--- src/rtl/mtsp_thread_scheduler_if.sv ---
// rtl/mtsp_thread_scheduler_if.sv - thread command, branch result and issue bus of the MTSP thread scheduler
//
// Purpose: bundles the three streams around the scheduler.
//   cmd_*   : thread start/kill commands (single-cycle strobe, no back-pressure)
//   br_*    : branch-unit results (JMP/ALL/END/SEQ) for the owning thread
//   issue_* : valid/ready offer of one thread PC to fetch
// master = the surrounding core (drives cmd/br, accepts issue), slave = the scheduler.

interface mtsp_thread_scheduler_if #(
  parameter int THREADS  = 4,
  parameter int PC_WIDTH = 16
);
  localparam int TID_W = $clog2(THREADS);

  logic                cmd_valid;
  logic                cmd_kill;
  logic [TID_W-1:0]    cmd_tid;
  logic [PC_WIDTH-1:0] cmd_pc;

  logic                br_valid;
  logic [TID_W-1:0]    br_tid;
  logic [3:0]          br_op;
  logic [PC_WIDTH-1:0] br_pc;

  logic                issue_valid;
  logic                issue_ready;
  logic [TID_W-1:0]    issue_tid;
  logic [PC_WIDTH-1:0] issue_pc;

  modport master (
    output cmd_valid, cmd_kill, cmd_tid, cmd_pc,
    output br_valid, br_tid, br_op, br_pc,
    output issue_ready,
    input  issue_valid, issue_tid, issue_pc
  );

  modport slave (
    input  cmd_valid, cmd_kill, cmd_tid, cmd_pc,
    input  br_valid, br_tid, br_op, br_pc,
    input  issue_ready,
    output issue_valid, issue_tid, issue_pc
  );
endinterface

--- src/rtl/mtsp_thread_scheduler.sv ---
// rtl/mtsp_thread_scheduler.sv - per-thread PC table and round-robin issue scheduler for the MTSP core
//
// Purpose: holds one PC and one IDLE/READY/INFLIGHT state per hardware thread, starts threads
// from commands, offers READY threads to fetch round-robin, and retires branch results so that
// each thread has at most one instruction in flight.
// Ports:
//   clk, rst       : clock, asynchronous active-high reset
//   bus (slave)    : cmd_*, br_* inputs; issue_valid/tid/pc offer with issue_ready back-pressure
//   thread_active  : bit i = thread i not IDLE
//   busy           : any thread active
//   err            : sticky protocol error (start on a busy thread, result for a thread not in flight)

module mtsp_thread_scheduler #(
  parameter int THREADS  = 4,
  parameter int PC_WIDTH = 16
) (
  input  logic                 clk,
  input  logic                 rst,
  mtsp_thread_scheduler_if.slave bus,
  output logic [THREADS-1:0]   thread_active,
  output logic                 busy,
  output logic                 err
);
  localparam int TID_W = $clog2(THREADS);

  localparam logic [3:0] OP_JMP = 4'd0;
  localparam logic [3:0] OP_ALL = 4'd1;
  localparam logic [3:0] OP_END = 4'd2;

  typedef enum logic [1:0] {
    ST_IDLE     = 2'd0,
    ST_READY    = 2'd1,
    ST_INFLIGHT = 2'd2
  } thr_state_e;

  thr_state_e          state_q [THREADS];
  logic [PC_WIDTH-1:0] pc_q    [THREADS];
  logic [TID_W-1:0]    rr_ptr_q;
  logic                lock_q;
  logic [TID_W-1:0]    lock_tid_q;

  logic                sel_valid;
  logic [TID_W-1:0]    sel_tid;
  logic [TID_W-1:0]    cand;
  logic                handshake;
  logic                kill;

  // Offer selection. A held (not yet accepted) offer is locked so fetch sees a stable TID/PC.
  // Otherwise scan from rr_ptr upward; iterating offsets high-to-low lets the smallest offset,
  // i.e. the first READY thread at or after rr_ptr, be the last and winning assignment.
  always_comb begin
    sel_valid = 1'b0;
    sel_tid   = '0;
    cand      = '0;
    if (lock_q) begin
      sel_valid = 1'b1;
      sel_tid   = lock_tid_q;
    end else begin
      for (int i = THREADS - 1; i >= 0; i--) begin
        cand = rr_ptr_q + TID_W'(i);
        if (state_q[cand] == ST_READY) begin
          sel_valid = 1'b1;
          sel_tid   = cand;
        end
      end
    end
  end

  assign bus.issue_valid = sel_valid;
  assign bus.issue_tid   = sel_valid ? sel_tid : '0;
  assign bus.issue_pc    = sel_valid ? pc_q[sel_tid] : '0;

  assign handshake = sel_valid && bus.issue_ready;
  assign kill      = bus.cmd_valid && bus.cmd_kill;

  always_comb begin
    thread_active = '0;
    for (int i = 0; i < THREADS; i++) begin
      thread_active[i] = (state_q[i] != ST_IDLE);
    end
  end

  assign busy = |thread_active;

  // All conditions test the registered state, so a thread written this cycle only becomes
  // visible to selection next cycle. Later assignments in this block win, which gives the start
  // command's PC priority over an ALL fork targeting the same idle thread.
  always_ff @(posedge clk or posedge rst) begin
    if (rst) begin
      for (int i = 0; i < THREADS; i++) begin
        state_q[i] <= ST_IDLE;
        pc_q[i]    <= '0;
      end
      rr_ptr_q   <= '0;
      lock_q     <= 1'b0;
      lock_tid_q <= '0;
      err        <= 1'b0;
    end else if (kill) begin
      for (int i = 0; i < THREADS; i++) begin
        state_q[i] <= ST_IDLE;
      end
      lock_q <= 1'b0;
    end else begin
      if (handshake) begin
        state_q[sel_tid] <= ST_INFLIGHT;
        rr_ptr_q         <= sel_tid + TID_W'(1);
        lock_q           <= 1'b0;
      end else if (sel_valid) begin
        lock_q     <= 1'b1;
        lock_tid_q <= sel_tid;
      end

      // The thread being handed over is READY, so a result naming it cannot be legal;
      // any result for a non-INFLIGHT thread is dropped and flagged.
      if (bus.br_valid) begin
        if (state_q[bus.br_tid] == ST_INFLIGHT) begin
          case (bus.br_op)
            OP_JMP: begin
              pc_q[bus.br_tid]    <= bus.br_pc;
              state_q[bus.br_tid] <= ST_READY;
            end
            OP_END: begin
              state_q[bus.br_tid] <= ST_IDLE;
            end
            OP_ALL: begin
              pc_q[bus.br_tid]    <= bus.br_pc;
              state_q[bus.br_tid] <= ST_READY;
              for (int i = 0; i < THREADS; i++) begin
                if (TID_W'(i) != bus.br_tid && state_q[i] == ST_IDLE) begin
                  pc_q[i]    <= bus.br_pc;
                  state_q[i] <= ST_READY;
                end
              end
            end
            default: begin
              pc_q[bus.br_tid]    <= pc_q[bus.br_tid] + PC_WIDTH'(1);
              state_q[bus.br_tid] <= ST_READY;
            end
          endcase
        end else begin
          err <= 1'b1;
        end
      end

      if (bus.cmd_valid) begin
        if (state_q[bus.cmd_tid] == ST_IDLE) begin
          pc_q[bus.cmd_tid]    <= bus.cmd_pc;
          state_q[bus.cmd_tid] <= ST_READY;
        end else begin
          err <= 1'b1;
        end
      end
    end
  end
endmodule

--- src/flat_wrapper.sv ---
// flat-port wrapper written by rule: the top's interface ports become plain ports
module mtsp_thread_scheduler_flat 
#(
  parameter int THREADS  = 4,
  parameter int PC_WIDTH = 16
)
  (clk, rst, thread_active, busy, err, bus_cmd_valid, bus_cmd_kill, bus_cmd_tid, bus_cmd_pc, bus_br_valid, bus_br_tid, bus_br_op, bus_br_pc, bus_issue_ready, bus_issue_valid, bus_issue_tid, bus_issue_pc);
  mtsp_thread_scheduler_if #(.THREADS(THREADS), .PC_WIDTH(PC_WIDTH)) bus_i ();
  input  logic clk;
  input  logic rst;
  output logic [THREADS-1:0] thread_active;
  output logic busy;
  output logic err;
  input wire logic [$bits(bus_i.cmd_valid)-1:0] bus_cmd_valid;
  input wire logic [$bits(bus_i.cmd_kill)-1:0] bus_cmd_kill;
  input wire logic [$bits(bus_i.cmd_tid)-1:0] bus_cmd_tid;
  input wire logic [$bits(bus_i.cmd_pc)-1:0] bus_cmd_pc;
  input wire logic [$bits(bus_i.br_valid)-1:0] bus_br_valid;
  input wire logic [$bits(bus_i.br_tid)-1:0] bus_br_tid;
  input wire logic [$bits(bus_i.br_op)-1:0] bus_br_op;
  input wire logic [$bits(bus_i.br_pc)-1:0] bus_br_pc;
  input wire logic [$bits(bus_i.issue_ready)-1:0] bus_issue_ready;
  output wire logic [$bits(bus_i.issue_valid)-1:0] bus_issue_valid;
  output wire logic [$bits(bus_i.issue_tid)-1:0] bus_issue_tid;
  output wire logic [$bits(bus_i.issue_pc)-1:0] bus_issue_pc;
  assign bus_i.cmd_valid = bus_cmd_valid;
  assign bus_i.cmd_kill = bus_cmd_kill;
  assign bus_i.cmd_tid = bus_cmd_tid;
  assign bus_i.cmd_pc = bus_cmd_pc;
  assign bus_i.br_valid = bus_br_valid;
  assign bus_i.br_tid = bus_br_tid;
  assign bus_i.br_op = bus_br_op;
  assign bus_i.br_pc = bus_br_pc;
  assign bus_i.issue_ready = bus_issue_ready;
  assign bus_issue_valid = bus_i.issue_valid;
  assign bus_issue_tid = bus_i.issue_tid;
  assign bus_issue_pc = bus_i.issue_pc;
  mtsp_thread_scheduler #(.THREADS(THREADS), .PC_WIDTH(PC_WIDTH)) u_core (.clk(clk), .rst(rst), .bus(bus_i), .thread_active(thread_active), .busy(busy), .err(err));
endmodule
--- config.mk ---
export PLATFORM = sky130hd
export DESIGN_NAME = mtsp_thread_scheduler_flat
export DESIGN_NICKNAME = d
export VERILOG_FILES = /design/src/rtl/mtsp_thread_scheduler_if.sv /design/src/rtl/mtsp_thread_scheduler.sv /design/src/flat_wrapper.sv
export SDC_FILE = /design/constraint.sdc
export NUM_CORES = 1
export LEC_CHECK = 0
export ABC_AREA = 1
export CAP_MARGIN = 20
export CORE_MARGIN = 2
export CORE_UTILIZATION = 35
export DETAILED_ROUTE_END_ITERATION = 10
export MAX_ROUTING_LAYER = met4
export PLACE_DENSITY = 0.61
export SLEW_MARGIN = 15
export SYNTH_ARGS = -nofsm -noshare
export SYNTH_HDL_FRONTEND = slang
export SYNTH_SLANG_ARGS = --single-unit
--- constraint.sdc ---
create_clock -name clk -period 5.86 [get_ports clk]
set_clock_uncertainty 0.05 [all_clocks]
set_input_delay 1.172 -clock clk [delete_from_list [all_inputs] [get_ports clk]]
set_output_delay 1.172 -clock clk [all_outputs]
set_load 0.02 [all_outputs]
==> results.md <==
- Number of synthesized flops with an enable pin: 0
- Die X: 169 µm
- Cts hold-fix bufs: 0
- Unrepaired setup endpoints after global routing: no
- Number of global-route vias before repair: 11,400
- P&R area growth vs syn: 13.3%
- MaxCap Viol Count: 0
- Reg clk slew, reported paths: 0.07 ns
- Initial drt markers: 1,848
- # clock sinks: 78
- Setup repair bufs after CTS: 0
- Met3 usage: 0.0540
- Post-cts resize count: 0
- YS warnings: 0
- Hold Crit Class: reg2reg
- Fin cells: 2,109
- Leakage power: 5.33 nW
- Crit-path max FO: 17
- Setup_tns: 0 ns
- Core Box Area: 0.0269 mm²
- Most area-consuming cells after synthesis: nand2_1 27%, dfrtp_1 20%, o21ai_0 8.7%
- Max clock buf depth: 2
- Pins Over Slew Limit: 0
- Worst Path Required: 4.64 ns
- Die H: 169 µm
- Cts bufs inserted: 9
- Fin. Hold Viols: 0
- Routed WL: 43,100 µm
- Pwr Total: 6.22 mW
- Post-layout minimum cycle time: 5.14 ns
- DR vias/cell: 5.86
- Starting Density: 0.355
- Most common cell after layout, fill and taps aside: nand2_1
- CP startpoint kind: flip-flop
- Register share of total power: 0.197
- GRT Resource Usage Total: 0.307
- Via count: 12,400
- Setup violators final: 0
- Met2 global-route usage: 0.462
- Syn Area/Cell: 5.45 µm²
- Ys flop type: dfrtp_1
- First-pass GRT wire length: 66,000 µm
- Pint: 2.69 mW
- DP Wirelength: 27,800 µm
- Clock Power Share: 0.108
- Critical path class: reg2out
- Pin count of the biggest net entering global routing: 77
- # IOs: 71
- Gr ovfl total: 0
- Synth async-reset ratio: 1.00
- Mapped Nets: 1,796
- Die ar.: 0.0286 mm²
- Critical Path Sink Type: output port
- Placement row count: 60
- Placed cell count: 2,092
- Pwr per Cell Area: 575 mW/mm²
- Fraction of layout cells with a size suffix above 1: 0.0566
- Net switching power: 3.53 mW
- Most used cell, CP: nand2_1
- Max incr delay on CP: 0.72 ns
- Wire per inst: 20.4 µm
- Mapped Cells: 1,749
- DRC Markers: 0
- Antenna violations before repair: 0
- Worst-Margin Slew: 1.20 ns
- Total iterations of the first detailed-routing run: 7
- Slowest cell on crit path: clkdlybuf4s50_1
- GR peak layer: met2
- Post-synthesis sequential area ratio: 0.205
- Nets@finish: 1,810
- Cell Chain, Critical Path: inv_2 > nand2_1 > nand2_1 > o21ai_1 > inv_1 > nand2_1 > nand2_1 > nand3_1 > nand2_1 > nand2_1 > o21ai_0 > nor3_1 > clkdlybuf4s50_1
- Area leader, netlist: nand2_1
- Seq cells post-synth: 78
- Worst path arrival time: 3.91 ns
- Max-slew headroom: 0.199
- Combinational power share: 0.695
- Mapped cell area: 0.00954 mm²
- Status: completed
- CTS tree: yes
- Clk Latency, worst-skew pair: 0.36 ns
- Setup WS post-layout: 0.724 ns
- Switch share: 0.567
- RePlAce Congestion: 0.966
- Most frequent cells in the layout: 673 x nand2_1, 175 x inv_1, 165 x o21ai_0
- Filler cells: 2,939
- Root buffer cell: clkbuf_16
- Met1 GRT Util: 0.399
- Bufs and invs on worst path: 3
- Peak supply drop: 0.395 mV
- Max Freq: 195 MHz
- Yosys cell types: 42
- Inserted Diodes: 0
- Detail Route Antenna Nets: 0
- Pre-CTS WS: 1.18 ns
- IO Port Bufs: 70
- CP top delay family: simple AND/OR/NAND/NOR gates
- Top-area cell type share of the netlist area: 0.265
- Tcrit/Tclk final: 0.876
- CTS H-tree lvls: 3
[final timing paths]
path	startpoint	endpoint	slack, ns	depth (start not counted)
min in group asynchronous	rst	u_core.pc_q[0]	1.18	2
hold reg to reg	u_core.err	u_core.err	0.42	1
setup / recovery	u_core.rr_ptr_q[0]	bus_issue_pc[2]	0.72	13
setup reg to reg	u_core.state_q[0]	u_core.pc_q[37]	2.83	12
max in group asynchronous	rst	u_core.pc_q[41]	3.52	3
hold / removal	u_core.err	u_core.err	0.42	1
[synth_stat cells, types with 9 or more instances]
master and instances:
buf_2 35, nor2_1 122, a221oi_1 11, o21ai_1 14
inv_1 176, dfrtp_1 78, o22ai_1 46, clkbuf_1 54
nor3_1 22, inv_2 9, a21oi_1 118, nand3_1 89
o221ai_1 9, buf_4 9, o211ai_1 43, nand2_1 674
o21ai_0 165
[cells by family (layout without fill, tap and decap cells)]
logic type                 count (synthesis)  after routing  synth area share
and+or+nand+nor                          939            939             0.397
xor gates and xnor gates                   6              6           0.00866
DFF                                       78             78             0.205
buffers and inverters                    292            311             0.127
AOI/OAI and AO/OA                        433            433             0.261
adders and majority gates                  1              1           0.00131
[per-stage QoR]
step | hold slack (ns) | utilization | instance area, µm²
after detailed placement | 0.413 | 0.389 | 10500
after CTS | 0.428 | 0.402 | 10800
final | 0.418 | 0.402 | 10800
after floorplan | 0.404 | - | 9540
after global placement | 0.402 | 0.389 | 10500
after global routing | 0.438 | 0.402 | 10800
[flip-flops by register name, summed over array words and instances, names as in the netlist]
| signal | cells |
|---|---|
| u_core.pc_q | 64 |
| u_core.state_q | 8 |
| u_core.lock_tid_q | 2 |
| u_core.rr_ptr_q | 2 |
| u_core.err | 1 |
| u_core.lock_q | 1 |
[layout make-up]
type | count | area, µm² | area share
well taps | 341 | 427 | 0.0395
repair buffers | 106 | 987 | 0.0914
inverters | 189 | 711 | 0.0658
flip-flops and latches | 78 | 1950 | 0.181
multi-input cells | 1379 | 6390 | 0.592
clock buffers | 13 | 270 | 0.0250
clock inverters | 3 | 65.1 | 0.00602
[metal layers]
layer,routed length [µm],share of wire
met5,0,0
met1,17000,0.39
met3,5480,0.13
met2,18500,0.43
met4,2200,0.051
[power by group through the flow]
stage	registers, mW	clock network (mW)	logic, mW
2_1_floorplan	1.05	0	2.78
3_3_place_gp	1.20	0	4.16
3_5_place_dp	1.20	0	4.21
4_1_cts	1.20	0.679	4.22
5_1_grt	1.26	0.700	4.68
6_report	1.22	0.673	4.32
No activity file was read; power rests on OpenSTA's default activity.
